===== src/rtl/tetris_nios_mover_pkg.sv =====
// Shared types and helpers for the halfword fill/copy bus master.
package tetris_nios_mover_pkg;

    typedef enum logic [2:0] {
        ST_IDLE,
        ST_RD,
        ST_RD_WAIT,
        ST_WR,
        ST_FIN
    } state_e;

    localparam logic [1:0]  BE_ALL     = 2'b11;
    localparam int unsigned ADDR_MAX_W = 32;

    // Words in the next copy chunk: never more than the buffer can hold.
    function automatic int unsigned chunk_words(input int unsigned chunk,
                                                input int unsigned remaining);
        return (remaining < chunk) ? remaining : chunk;
    endfunction

    function automatic logic [ADDR_MAX_W:0] hw_to_byte(input logic [ADDR_MAX_W-1:0] hw_addr);
        return {hw_addr, 1'b0};
    endfunction

endpackage


===== src/rtl/tetris_nios_mover_fifo.sv =====
// Show-ahead chunk buffer holding read data until the write phase drains it.
module tetris_nios_mover_fifo #(
    parameter int unsigned DEPTH  = 8,
    parameter int unsigned DATA_W = 16
) (
    input  logic                    clk,
    input  logic                    reset,
    input  logic                    push,
    input  logic                    pop,
    input  logic [DATA_W-1:0]       wr_data,
    output logic [DATA_W-1:0]       rd_data_c,
    output logic                    empty,
    output logic [$clog2(DEPTH):0]  count
);

    localparam int unsigned PTR_W = $clog2(DEPTH);
    localparam int unsigned CNT_W = PTR_W + 1;

    logic [DATA_W-1:0] mem [DEPTH];
    logic [PTR_W-1:0]  wr_ptr;
    logic [PTR_W-1:0]  rd_ptr;
    logic [CNT_W-1:0]  count_nxt_c;

    always_comb begin
        count_nxt_c = count;
        if (push && !pop)
            count_nxt_c = count + CNT_W'(1);
        else if (pop && !push)
            count_nxt_c = count - CNT_W'(1);
    end

    // Pointers wrap naturally because DEPTH is a power of two.
    always_ff @(posedge clk or posedge reset) begin
        if (reset) begin
            wr_ptr <= '0;
            rd_ptr <= '0;
            count  <= '0;
            empty  <= 1'b1;
        end else begin
            if (push)
                wr_ptr <= wr_ptr + PTR_W'(1);
            if (pop)
                rd_ptr <= rd_ptr + PTR_W'(1);
            count <= count_nxt_c;
            empty <= (count_nxt_c == '0);
        end
    end

    always_ff @(posedge clk) begin
        if (push)
            mem[wr_ptr] <= wr_data;
    end

    assign rd_data_c = mem[rd_ptr];

endmodule


===== src/rtl/tetris_nios_block_mover.sv =====
// Avalon-MM master that fills or chunk-copies runs of halfwords in on-chip RAM.
module tetris_nios_block_mover
    import tetris_nios_mover_pkg::*;
#(
    parameter int unsigned WADDR_W = 17,
    parameter int unsigned CHUNK   = 8,
    parameter int unsigned LEN_W   = 17
) (
    input  logic                 clk,
    input  logic                 reset,
    input  logic                 cmd_valid,
    output logic                 cmd_ready,
    input  logic                 cmd_copy,
    input  logic [WADDR_W-1:0]   cmd_src,
    input  logic [WADDR_W-1:0]   cmd_dst,
    input  logic [LEN_W-1:0]     cmd_len,
    input  logic [15:0]          cmd_fill,
    output logic                 busy,
    output logic                 done,
    output logic [WADDR_W:0]     avm_address,
    output logic                 avm_read,
    output logic                 avm_write,
    output logic [15:0]          avm_writedata,
    output logic [1:0]           avm_byteenable,
    input  logic                 avm_waitrequest,
    input  logic [15:0]          avm_readdata,
    input  logic                 avm_readdatavalid
);

    localparam int unsigned          CNT_W   = $clog2(CHUNK) + 1;
    localparam logic [LEN_W-1:0]     LEN_ONE = LEN_W'(1);
    localparam logic [WADDR_W-1:0]   ADR_ONE = WADDR_W'(1);

    state_e               state;
    logic                 copy_mode;
    logic [WADDR_W-1:0]   src_addr;
    logic [WADDR_W-1:0]   dst_addr;
    logic [LEN_W-1:0]     remaining;
    logic [LEN_W-1:0]     n_words;
    logic [LEN_W-1:0]     rd_issued;
    logic [LEN_W-1:0]     rd_recv;
    logic [LEN_W-1:0]     wr_cnt;
    logic [15:0]          fill_val;

    logic                 fifo_push_c;
    logic                 fifo_pop_c;
    logic [15:0]          fifo_rd_data_c;
    logic                 fifo_empty;
    logic [CNT_W-1:0]     fifo_count;

    logic                 rd_accept_c;
    logic                 wr_accept_c;
    logic                 rd_last_c;
    logic                 wr_last_c;
    logic [LEN_W-1:0]     recv_next_c;
    logic [LEN_W-1:0]     rem_after_c;
    logic [15:0]          wr_data_c;

    function automatic logic [WADDR_W:0] to_bus(input logic [WADDR_W-1:0] hw);
        return (WADDR_W+1)'(hw_to_byte(ADDR_MAX_W'(hw)));
    endfunction

    function automatic logic [LEN_W-1:0] chunk_n(input logic [LEN_W-1:0] rem);
        return LEN_W'(chunk_words(CHUNK, 32'(rem)));
    endfunction

    assign avm_byteenable = BE_ALL;

    assign rd_accept_c = avm_read  && !avm_waitrequest;
    assign wr_accept_c = avm_write && !avm_waitrequest;
    assign rd_last_c   = rd_accept_c && ((rd_issued + LEN_ONE) == n_words);
    assign wr_last_c   = wr_accept_c && ((wr_cnt + LEN_ONE) == n_words);
    // Beats are only meaningful while a chunk is being read; stragglers after reset are dropped.
    assign fifo_push_c = avm_readdatavalid && ((state == ST_RD) || (state == ST_RD_WAIT));
    assign fifo_pop_c  = (state == ST_WR) && copy_mode &&
                         (!avm_write || (wr_accept_c && !wr_last_c));
    assign recv_next_c = rd_recv + LEN_W'(fifo_push_c);
    assign rem_after_c = remaining - n_words;
    assign wr_data_c   = copy_mode ? fifo_rd_data_c : fill_val;

    tetris_nios_mover_fifo #(
        .DEPTH  (CHUNK),
        .DATA_W (16)
    ) u_fifo (
        .clk       (clk),
        .reset     (reset),
        .push      (fifo_push_c),
        .pop       (fifo_pop_c),
        .wr_data   (avm_readdata),
        .rd_data_c (fifo_rd_data_c),
        .empty     (fifo_empty),
        .count     (fifo_count)
    );

    always_ff @(posedge clk or posedge reset) begin
        if (reset) begin
            state         <= ST_IDLE;
            cmd_ready     <= 1'b1;
            busy          <= 1'b0;
            done          <= 1'b0;
            avm_read      <= 1'b0;
            avm_write     <= 1'b0;
            avm_address   <= '0;
            avm_writedata <= '0;
            copy_mode     <= 1'b0;
            src_addr      <= '0;
            dst_addr      <= '0;
            remaining     <= '0;
            n_words       <= '0;
            rd_issued     <= '0;
            rd_recv       <= '0;
            wr_cnt        <= '0;
            fill_val      <= '0;
        end else begin
            if (fifo_push_c)
                rd_recv <= recv_next_c;

            unique case (state)
                ST_IDLE: begin
                    done      <= 1'b0;
                    cmd_ready <= 1'b1;
                    busy      <= 1'b0;
                    if (cmd_valid && cmd_ready) begin
                        cmd_ready <= 1'b0;
                        busy      <= 1'b1;
                        copy_mode <= cmd_copy;
                        src_addr  <= cmd_src;
                        dst_addr  <= cmd_dst;
                        remaining <= cmd_len;
                        fill_val  <= cmd_fill;
                        rd_issued <= '0;
                        rd_recv   <= '0;
                        wr_cnt    <= '0;
                        if (cmd_len == '0) begin
                            state <= ST_FIN;
                        end else if (cmd_copy) begin
                            n_words     <= chunk_n(cmd_len);
                            avm_read    <= 1'b1;
                            avm_address <= to_bus(cmd_src);
                            state       <= ST_RD;
                        end else begin
                            n_words <= cmd_len;
                            state   <= ST_WR;
                        end
                    end
                end

                ST_RD: begin
                    if (rd_accept_c) begin
                        src_addr  <= src_addr + ADR_ONE;
                        rd_issued <= rd_issued + LEN_ONE;
                        if (rd_last_c) begin
                            avm_read <= 1'b0;
                            state    <= ST_RD_WAIT;
                        end else begin
                            avm_address <= to_bus(src_addr + ADR_ONE);
                        end
                    end
                end

                ST_RD_WAIT: begin
                    if (recv_next_c == n_words)
                        state <= ST_WR;
                end

                // First WR cycle only loads the bus; each accepted beat loads the next one.
                ST_WR: begin
                    if (!avm_write) begin
                        avm_write     <= 1'b1;
                        avm_address   <= to_bus(dst_addr);
                        avm_writedata <= wr_data_c;
                    end else if (wr_accept_c) begin
                        dst_addr <= dst_addr + ADR_ONE;
                        wr_cnt   <= wr_cnt + LEN_ONE;
                        if (wr_last_c) begin
                            avm_write <= 1'b0;
                            wr_cnt    <= '0;
                            rd_issued <= '0;
                            rd_recv   <= '0;
                            if (copy_mode && (rem_after_c != '0)) begin
                                remaining   <= rem_after_c;
                                n_words     <= chunk_n(rem_after_c);
                                avm_read    <= 1'b1;
                                avm_address <= to_bus(src_addr);
                                state       <= ST_RD;
                            end else begin
                                state <= ST_FIN;
                            end
                        end else begin
                            avm_address   <= to_bus(dst_addr + ADR_ONE);
                            avm_writedata <= wr_data_c;
                        end
                    end
                end

                ST_FIN: begin
                    done  <= 1'b1;
                    state <= ST_IDLE;
                end

                default: state <= ST_IDLE;
            endcase
        end
    end

    // All of a chunk's reads complete before its writes, so the buffer can neither starve nor overflow.
    always_ff @(posedge clk) begin
        if (!reset && (state == ST_WR) && copy_mode && !avm_write)
            assert (!fifo_empty);
        if (!reset && fifo_push_c)
            assert (fifo_count != CNT_W'(CHUNK));
    end

endmodule


===== config.mk =====
export PLATFORM = sky130hd
export DESIGN_NAME = tetris_nios_block_mover
export DESIGN_NICKNAME = d
export VERILOG_FILES = /design/src/rtl/tetris_nios_mover_pkg.sv /design/src/rtl/tetris_nios_mover_fifo.sv /design/src/rtl/tetris_nios_block_mover.sv
export SDC_FILE = /design/constraint.sdc
export NUM_CORES = 1
export LEC_CHECK = 0
export ABC_CLOCK_PERIOD_IN_PS = 7000
export BUFFER_PORTS_ARGS = -buffer_cell sky130_fd_sc_hd__buf_2
export CAP_MARGIN = 25
export CORE_UTILIZATION = 40
export DETAILED_ROUTE_END_ITERATION = 10
export PLACE_DENSITY = 0.56
export SYNTH_ARGS = -nofsm -noshare
export SYNTH_HDL_FRONTEND = slang
export SYNTH_HIERARCHICAL = 1
export SYNTH_SLANG_ARGS = --single-unit
export TNS_END_PERCENT = 100

===== constraint.sdc =====
create_clock -name clk -period 7 [get_ports clk]
set_input_delay 0.7 -clock clk [delete_from_list [all_inputs] [get_ports clk]]
set_output_delay 0.7 -clock clk [all_outputs]
set_load 0.01 [all_outputs]

==> impl_metrics.py, run 1 <==
metrics = {
    "synthesis": {
        "syn_inst": 1719,
        "syn_avg_cell_area_um2": 10.2,
        "yosys_warnings": 6,
        "synth_area_um2": 17500,
    },
    "die": {
        "fp.coreArea_um2": 43200,
        "rows": 76,
        "initial_utilization_pct": 40.6,
        "die_x_um": 211,
        "die-height_um": 211,
        "ios": 130,
        "die-area_um2": 44700,
    },
    "timing": {
        "fmax_mhz": 206,
        "slew_headroom_pct": 29.1,
        "fin_crit_sh_pct": 69.3,
        "hold_violations": 0,
        "finalMaxSlewViolations": 0,
        "finalSetupViolCount": 0,
        "tightest_slew_ns": 1.06,
        "finalSetupTns_ns": 0,
        "final.min_clock_period_ns": 4.85,
        "skew_ns": 0.0284,
        "rsz0062_at_grt": "no",
    },
    "place": {
        "place_hpwl_mm": 32.7,
        "gp_congestion": 0.895,
        "portBuffers": 126,
        "placed_cells": 2330,
    },
    "worst_setup_path": {
        "endpoint_kind": "flop",
        "crit_required_ns": 7.42,
        "criticalPathCategory": "flop to flop",
        "r2r-start": "wr_cnt[0]$_DFFE_PP0P_",
        "critPathLaunchType": "flop",
        "reg2reg_slack_ns": 2.15,
        "cp.arrival_ns": 5.27,
        "crit_path_max_fanout": 44,
        "setup.worst_path.start": "wr_cnt[0]$_DFFE_PP0P_",
    },
    "job": {
        "maxCapViolCount": 0,
    },
    "route": {
        "first_iter_violations": 1108,
        "routed_wl_mm": 47.4,
        "wire_per_inst_um": 19.8,
        "drt_pass1_iterations": 5,
        "vias": 13300,
        "routed_via_density": 5.55,
        "ant_nets": 0,
        "drcViolationCount": 0,
    },
    "grt": {
        "track_usage_pct": 21.6,
        "antenna_found_initial": 3,
        "grt_overflow": 0,
        "grt_max_degree": 107,
        "grt_pass1_wl_mm": 75.8,
        "grt_pass1_vias": 13100,
    },
    "pwr": {
        "ir_drop_v": 0.000182,
        "p_leak_nw": 8.17,
        "powerDensity_nw_per_um2": 219,
    },
    "finish": {
        "drive_gt1_share_pct": 16.4,
        "area_growth_pct": 13.1,
        "nets": 1901,
        "diodes": 0,
        "nFillCells": 4078,
        "layoutNonFillerInstCount": 2399,
    },
    "clocking": {
        "clk_pin_slew_ns": 0.06,
        "h-tree-depth": 2,
        "cts_tree": "yes",
        "cts_buffers": 36,
        "cts-root-buf": "clkbuf_16",
        "hold_buffers": 0,
        "post_cts_resized": 0,
        "cts_num_sinks": 311,
        "post_cts_buffers": 0,
        "clock_latency_ns": 0.55,
        "clockBufferDepth": 3,
    },
    "worst_hold_path": {
        "min_path_type": "primary input to asynchronous set/reset pin",
    },
    "run_status": {
        "outcome": "complete, no violations",
    },
}
-- critical path, stage by stage (launching register included) --
cell       delay [ns]
dfrtp_1          0.46
ha_1             0.30
nand3_2          0.22
nor4_1           0.58
xnor2_1          0.20
o211ai_1         0.18
a2111oi_4        0.34
nand2_2          0.54
nand2_2          0.59
o21a_1           0.88
mux2_2           0.42
-- metrics by stage --
stage / hold WS (ns) / setup slack, ns / area (µm²) / utilization (%) / power, mW
after floorplan: 0.445 / 1.50 / 17500 / - / 2.31
after global placement: 0.459 / 2.27 / 18500 / 42.8 / 2.44
after detailed placement: 0.462 / 2.14 / 18500 / 42.9 / 2.46
after CTS: 0.143 / 2.13 / 19700 / 45.7 / 4.40
after global routing: 0.158 / 1.79 / 19800 / 45.9 / 4.51
final: 0.153 / 2.15 / 19800 / 45.9 / 4.35
-- final timing paths --
path	end	cells after the start
hold reg to reg	fill_val[7]$_DFFE_PP0P_	2
setup reg to reg	remaining[12]$_DFFE_PP0P_	10
hold / removal	u_fifo/rd_ptr[2]$_DFFE_PP0P_	2
setup / recovery	remaining[12]$_DFFE_PP0P_	10
min in group clk	fill_val[7]$_DFFE_PP0P_	3
max in group asynchronous	avm_read$_DFFE_PP0P_	4
-- report_power, final --
group          internal (mW)  total, mW  switching (mW)
logic                  0.121      0.317           0.196
clock network           1.15       1.93           0.785
registers               2.04       2.10          0.0578
total                   3.31       4.35            1.04
-- flip-flops by register name (all words and copies together), names as in the netlist --
signal / count
u_fifo/mem: 128
avm_address: 17
dst_addr: 17
n_words: 17
rd_issued: 17
rd_recv: 17
remaining: 17
src_addr: 17
wr_cnt: 17
avm_writedata: 16
fill_val: 16
state: 3
u_fifo/rd_ptr: 3
u_fifo/wr_ptr: 3
avm_read: 1
avm_write: 1
busy: 1
cmd_ready: 1
copy_mode: 1
done: 1
-- cells in the final DEF (no fill, tap or decap), types with 43 or more instances in the layout --
cell type	count
dfrtp_1	181
o21ai_0	154
xnor2_1	68
nand3_1	53
buf_2	126
edfxtp_1	128
nor2_1	133
a21oi_1	89
nand2_1	234
mux2_2	43
mux2i_1	45
xor2_1	51
-- area by class of cell --
type                            count  area, µm²  share of cell area (%)
Tap cell                          585        732                    3.69
Clock buffer                       44        971                    4.89
Clock inverter                     21        250                    1.26
Inverter                           42        165                   0.833
Sequential cell                   311       8430                    42.5
Timing Repair Buffer              150        898                    4.53
Multi-Input combinational cell   1246       8390                    42.3
-- layer usage --
| metal | up-vias | track usage, % | part of all wire (%) |
|---|---|---|---|
| li1 | 6372 | - | - |
| met1 | 6522 | 31.0 | 47 |
| met2 | 333 | 34.3 | 46 |
| met3 | 78 | 3.04 | 4.7 |
| met4 | 4 | 5.42 | 2.1 |
| met5 | - | 0 | 0.040 |
(Power assumes the default switching activity.)
==> run 2: changes to the inputs <==
--- a/config.mk
+++ b/config.mk
@@ -5,12 +5,12 @@
 export SDC_FILE = /design/constraint.sdc
 export NUM_CORES = 1
 export LEC_CHECK = 0
-export ABC_CLOCK_PERIOD_IN_PS = 7000
+export ABC_CLOCK_PERIOD_IN_PS = 4000
 export BUFFER_PORTS_ARGS = -buffer_cell sky130_fd_sc_hd__buf_2
 export CAP_MARGIN = 25
 export CORE_UTILIZATION = 40
 export DETAILED_ROUTE_END_ITERATION = 10
-export PLACE_DENSITY = 0.56
+export PLACE_DENSITY = 0.58
 export SYNTH_ARGS = -nofsm -noshare
 export SYNTH_HDL_FRONTEND = slang
 export SYNTH_HIERARCHICAL = 1
==> constraint.sdc (replaced) <==
create_clock -name clk -period 4 [get_ports clk]
set_input_delay 0.4 -clock clk [delete_from_list [all_inputs] [get_ports clk]]
set_output_delay 0.4 -clock clk [all_outputs]
set_load 0.01 [all_outputs]
==> impl_metrics.py, run 2 (synthesized netlist as in run 1, its figures left out) <==
metrics = {
    "run_status": {
        "outcome": "complete, no violations",
    },
    "pwr": {
        "total_power_mw": 7.80,
        "p_leak_nw": 8.41,
        "ir_drop_v": 0.000414,
        "powerDensity_nw_per_um2": 385,
    },
    "job": {
        "maxCapViolCount": 0,
    },
    "clocking": {
        "cts_num_sinks": 311,
        "clockBufferDepth": 3,
        "cts_tree": "yes",
        "h-tree-depth": 2,
        "cts_buffers": 37,
        "clk_pin_slew_ns": 0.06,
        "clock_latency_ns": 0.56,
        "cts-root-buf": "clkbuf_16",
    },
    "route": {
        "ant_nets": 0,
        "routed_wl_mm": 47.8,
        "wire_per_inst_um": 19.5,
        "vias": 13500,
        "routed_via_density": 5.49,
        "first_iter_violations": 1183,
        "drt_pass1_iterations": 5,
        "drcViolationCount": 0,
    },
    "timing": {
        "finalMaxSlewViolations": 0,
        "final.min_clock_period_ns": 3.84,
        "rsz0062_at_grt": "no",
        "tightest_slew_ns": 1.01,
        "fmax_mhz": 261,
        "finalSetupTns_ns": 0,
        "slew_headroom_pct": 32.5,
        "hold_violations": 0,
        "finalSetupViolCount": 0,
        "skew_ns": 0.0214,
        "fin_crit_sh_pct": 95.9,
    },
    "die": {
        "ios": 130,
        "rows": 76,
        "die-height_um": 211,
        "die-area_um2": 44700,
        "initial_utilization_pct": 40.6,
        "fp.coreArea_um2": 43200,
        "die_x_um": 211,
    },
    "grt": {
        "grt_pass1_wl_mm": 75.1,
        "antenna_found_initial": 2,
        "track_usage_pct": 21.6,
        "grt_max_degree": 69,
        "grt_pass1_vias": 13100,
        "grt_overflow": 0,
    },
    "worst_setup_path": {
        "cp.arrival_ns": 4.27,
        "crit_path_max_fanout": 8,
        "max_stage_delay_ns": 0.58,
        "reg2reg_depth": 13,
        "cp_cell_sequence": "ha_1 > fa_1 > nand2b_1 > a211oi_4 > o31ai_4 > mux2i_1 > o211ai_1 > or4_4 > o2111ai_2 > nand3_1 > nand2b_1 > buf_4 > mux2_2",
        "crit_slowest_cell": "or4_4",
        "crit_required_ns": 4.44,
        "criticalPathCategory": "flop to flop",
        "critPathLaunchType": "flop",
        "cp_common_cell": "nand2b_1",
        "endpoint_kind": "flop",
    },
    "place": {
        "gp_congestion": 0.903,
        "placed_cells": 2375,
        "portBuffers": 126,
        "place_hpwl_mm": 33.3,
    },
    "finish": {
        "final_common_cell": "nand2_1",
        "regMostFlops": "u_fifo/mem",
        "nets": 1948,
        "area_growth_pct": 15.6,
        "regArea_um2": 8430,
        "nFillCells": 4024,
        "mostFrequentLayoutCells": "234 x nand2_1, 181 x dfrtp_1, 154 x o21ai_0, 133 x nor2_1, 128 x edfxtp_1",
        "layoutNonFillerInstCount": 2449,
        "drive_gt1_share_pct": 18.6,
        "largest_register_ffs": 128,
        "multiInputGateArea_um2": 8400,
    },
    "worst_hold_path": {
        "whs_path_depth": 3,
        "min_path_type": "primary input to flop",
    },
}
run 2: changes by cell type in the layout (fill, tap and decap cells not counted), sizes merged:
cell,before,now
buf,150,195
bufinv,4,5
clkbuf,44,52
clkinv,16,9
clkinvlp,1,2
diode,0,1
dlygate4sd3,0,1
run 2: area by class of cell:
| cell class | instances | share of cell area [%] |
|---|---|---|
| repair buffers | 196 | 6.13 |
| well taps | 585 | 3.61 |
| clock inverters | 16 | 1.31 |
| flip-flops and latches | 311 | 41.6 |
| inverters | 42 | 0.797 |
| multi-input cells | 1246 | 41.5 |
| diodes | 1 | 0.0124 |
| clock buffers | 52 | 5.09 |
run 2: metal layers:
layer,global-route usage [%],up-vias,routed length [µm]
met2,34.2,318,22100
met5,0,-,23
met1,30.8,6590,22600
met3,3.04,67,2090
li1,-,6473,-
met4,6.25,4,1010
run 2: per-stage QoR:
step	setup WS [ns]	hold WS, ns	util (%)	area (µm²)
finish	0.164	0.0284	46.9	20300
global route	0.0335	0.0219	46.9	20300
CTS	0.0122	0.00100	46.8	20200
detailed placement	0.0367	0.393	43.7	18900
global placement	0.0730	0.391	43.7	18900
floorplan	0.346	0.191	-	17500
run 2: worst paths after layout:
check	startpoint	endpoint	slack, ns
min in group asynchronous	reset	u_fifo/rd_ptr[2]$_DFFE_PP0P_	0.36
setup reg to reg	n_words[0]$_DFFE_PP0P_	avm_address[14]$_DFFE_PP0P_	0.16
setup / recovery	n_words[0]$_DFFE_PP0P_	avm_address[14]$_DFFE_PP0P_	0.16
max in group asynchronous	reset	rd_issued[14]$_DFFE_PP0P_	2.51
hold reg to reg	fill_val[8]$_DFFE_PP0P_	fill_val[8]$_DFFE_PP0P_	0.47
hold / removal	cmd_fill[8]	fill_val[8]$_DFFE_PP0P_	0.03
run 2: what timing repair did:
action	4_1_cts	5_1_grt
endpoints found under the hold margin	6	0
setup buffers	0	3
endpoints found under the setup margin	0	21
hold buffers	1	0
resized for setup	0	1
run 2: power by group:
part / internal [mW] / total (mW) / switching, mW / leakage (nW)
combinational: 0.213 / 0.564 / 0.351 / 4.19
clock: 2.16 / 3.56 / 1.41 / 0.628
sequential: 3.57 / 3.68 / 0.103 / 3.59
total: 5.94 / 7.80 / 1.86 / 8.41
run 2: critical path, delay by kind of cell (launching register included):
kind | cells | cell delay, ns
AOI/OAI and AO/OA | 4 | 0.88
and+or+nand+nor | 4 | 1.09
muxes | 2 | 0.52
adders and majority gates | 2 | 0.65
DFF | 1 | 0.38
buffers and inverters | 1 | 0.18
==> run 3: changes to the inputs <==
--- a/config.mk
+++ b/config.mk
@@ -5,6 +5,7 @@
 export SDC_FILE = /design/constraint.sdc
 export NUM_CORES = 1
 export LEC_CHECK = 0
+export ABC_AREA = 1
 export ABC_CLOCK_PERIOD_IN_PS = 4000
 export BUFFER_PORTS_ARGS = -buffer_cell sky130_fd_sc_hd__buf_2
 export CAP_MARGIN = 25
==> impl_metrics.py, run 3 <==
metrics = {
    "finish": {
        "final_common_cell": "nand2_1",
        "post-route-util_pct": 46.5,
        "nFillCells": 4280,
        "largest_register_ffs": 128,
        "regMostFlops": "u_fifo/mem",
        "final_area_um2": 20100,
        "drive_gt1_share_pct": 12.3,
        "area_growth_pct": 14.5,
        "nets": 2432,
        "mostFrequentLayoutCells": "655 x nand2_1, 217 x nor2_1, 188 x inv_1, 181 x nand3_1, 181 x dfrtp_1",
    },
    "clocking": {
        "h-tree-depth": 2,
        "clockBufferDepth": 3,
        "clk_pin_slew_ns": 0.06,
        "cts_tree": "yes",
        "cts-root-buf": "clkbuf_16",
        "cts_buffers": 37,
        "cts_num_sinks": 311,
        "clock_latency_ns": 0.57,
    },
    "timing": {
        "finalSetupViolCount": 0,
        "finalMaxSlewViolations": 0,
        "finalSetupTns_ns": 0,
        "slew_headroom_pct": 38.3,
        "fin_crit_sh_pct": 90.4,
        "final.min_clock_period_ns": 3.62,
        "fmax_mhz": 276,
        "hold_violations": 0,
        "hold_slack_ns": 0.0433,
        "tightest_slew_ns": 0.923,
        "rsz0062_at_grt": "no",
        "skew_ns": 0.0186,
    },
    "die": {
        "ios": 130,
        "die-height_um": 211,
        "die-area_um2": 44700,
        "initial_utilization_pct": 40.6,
        "fp.coreArea_um2": 43200,
        "die_x_um": 211,
        "rows": 76,
    },
    "worst_setup_path": {
        "crit_required_ns": 4.48,
        "cp.arrival_ns": 4.09,
        "critPathLaunchType": "flop",
        "cp_cell_sequence": "inv_1 > ha_1 > nand2_1 > nor2_1 > nand3_1 > nand4_1 > nand2_1 > nor2_1 > nand3_1 > nor2_2 > nand2_1 > nand2_1 > nand2_2 > nand2_1 > buf_4 > nor2_1 > a21oi_1",
        "crit_path_max_fanout": 21,
        "max_stage_delay_ns": 0.49,
        "endpoint_kind": "flop",
        "path_delay_family": "simple AND/OR/NAND/NOR gates",
        "crit_buf_inv": 2,
        "criticalPathCategory": "flop to flop",
        "cp_common_cell": "nand2_1",
        "crit_slowest_cell": "dfrtp_1",
    },
    "job": {
        "maxCapViolCount": 0,
    },
    "grt": {
        "met2_usage_pct": 37.6,
        "grt_pass1_vias": 14500,
        "use_met1_pct": 28.8,
        "antenna_found_initial": 3,
        "grt_overflow": 0,
        "grt_pass1_wl_mm": 77.9,
        "grt_use_met3_pct": 3.52,
        "top_usage_layer": "met2",
        "track_usage_pct": 22.4,
        "grt_max_degree": 79,
    },
    "route": {
        "vias": 15300,
        "routed_wl_mm": 50.0,
        "routed_via_density": 5.22,
        "first_iter_violations": 1293,
        "wire_per_inst_um": 17.1,
        "ant_nets": 0,
        "drcViolationCount": 0,
        "drt_pass1_iterations": 6,
    },
    "synthesis": {
        "syn_avg_cell_area_um2": 7.99,
        "syn_inst": 2195,
        "yosys_warnings": 6,
        "synth_area_um2": 17500,
    },
    "place": {
        "place_area_um2": 18700,
        "place_hpwl_mm": 34.7,
        "portBuffers": 126,
        "gp_congestion": 0.905,
    },
    "run_status": {
        "outcome": "complete, no violations",
    },
    "pwr": {
        "ir_drop_v": 0.000387,
        "total_power_mw": 16.0,
        "powerDensity_nw_per_um2": 797,
        "p_leak_nw": 8.93,
    },
    "worst_hold_path": {
        "min_path_type": "primary input to flop",
    },
}
-- run 3: area by class of cell --
cell class	count	area (µm²)	share of cell area, %
flip-flops and latches	311	8430	42.0
diodes	2	5.00	0.0249
clock inverters	14	253	1.26
multi-input cells	1599	7860	39.1
inverters	205	792	3.95
repair buffers	164	956	4.76
well taps	585	732	3.65
clock buffers	52	1050	5.25
-- run 3: power by group --
group,switching [mW],leakage (nW),internal [mW]
logic,5.10,4.85,2.48
clock network,1.42,0.634,2.19
registers,0.625,3.45,4.20
-- run 3: metrics by stage --
step	cells	setup slack, ns
2_1_floorplan	2196	0.391
4_1_cts	2927	0.306
6_report	2932	0.382
3_3_place_gp	2860	0.428
5_1_grt	2931	0.00221
3_5_place_dp	2860	0.315
-- run 3: per-layer routing --
metal / routed length (µm) / share of wire, %
met5: 10 / 0.020
met4: 1800 / 3.6
met3: 2840 / 5.7
met2: 23600 / 47
met1: 21700 / 43
-- run 3: what timing repair did --
action	4_1_cts	5_1_grt
hold buffers	1	0
gates resized for setup	0	4
buffers inserted	0	3
hold endpoints to repair	14	0
endpoints found under the setup margin	0	3
-- run 3: worst min-delay path: cells and delay by family --
family	cells	cell delay, ns
buffers and inverters	1	0.08
AOI/OAI and AO/OA	1	0.06
and+or+nand+nor	1	0.04
-- run 3: final timing paths --
check | start | to | slack [ns] | cells past startpoint
setup / recovery | n_words[8]$_DFFE_PP0P_ | remaining[0]$_DFFE_PP0P_ | 0.38 | 17
hold / removal | cmd_fill[4] | fill_val[4]$_DFFE_PP0P_ | 0.04 | 3
setup reg to reg | n_words[8]$_DFFE_PP0P_ | remaining[0]$_DFFE_PP0P_ | 0.38 | 17
hold reg to reg | fill_val[14]$_DFFE_PP0P_ | fill_val[14]$_DFFE_PP0P_ | 0.47 | 2
max in group asynchronous | reset | rd_issued[14]$_DFFE_PP0P_ | 2.61 | 4
min in group asynchronous | reset | u_fifo/rd_ptr[1]$_DFFE_PP0P_ | 0.35 | 3
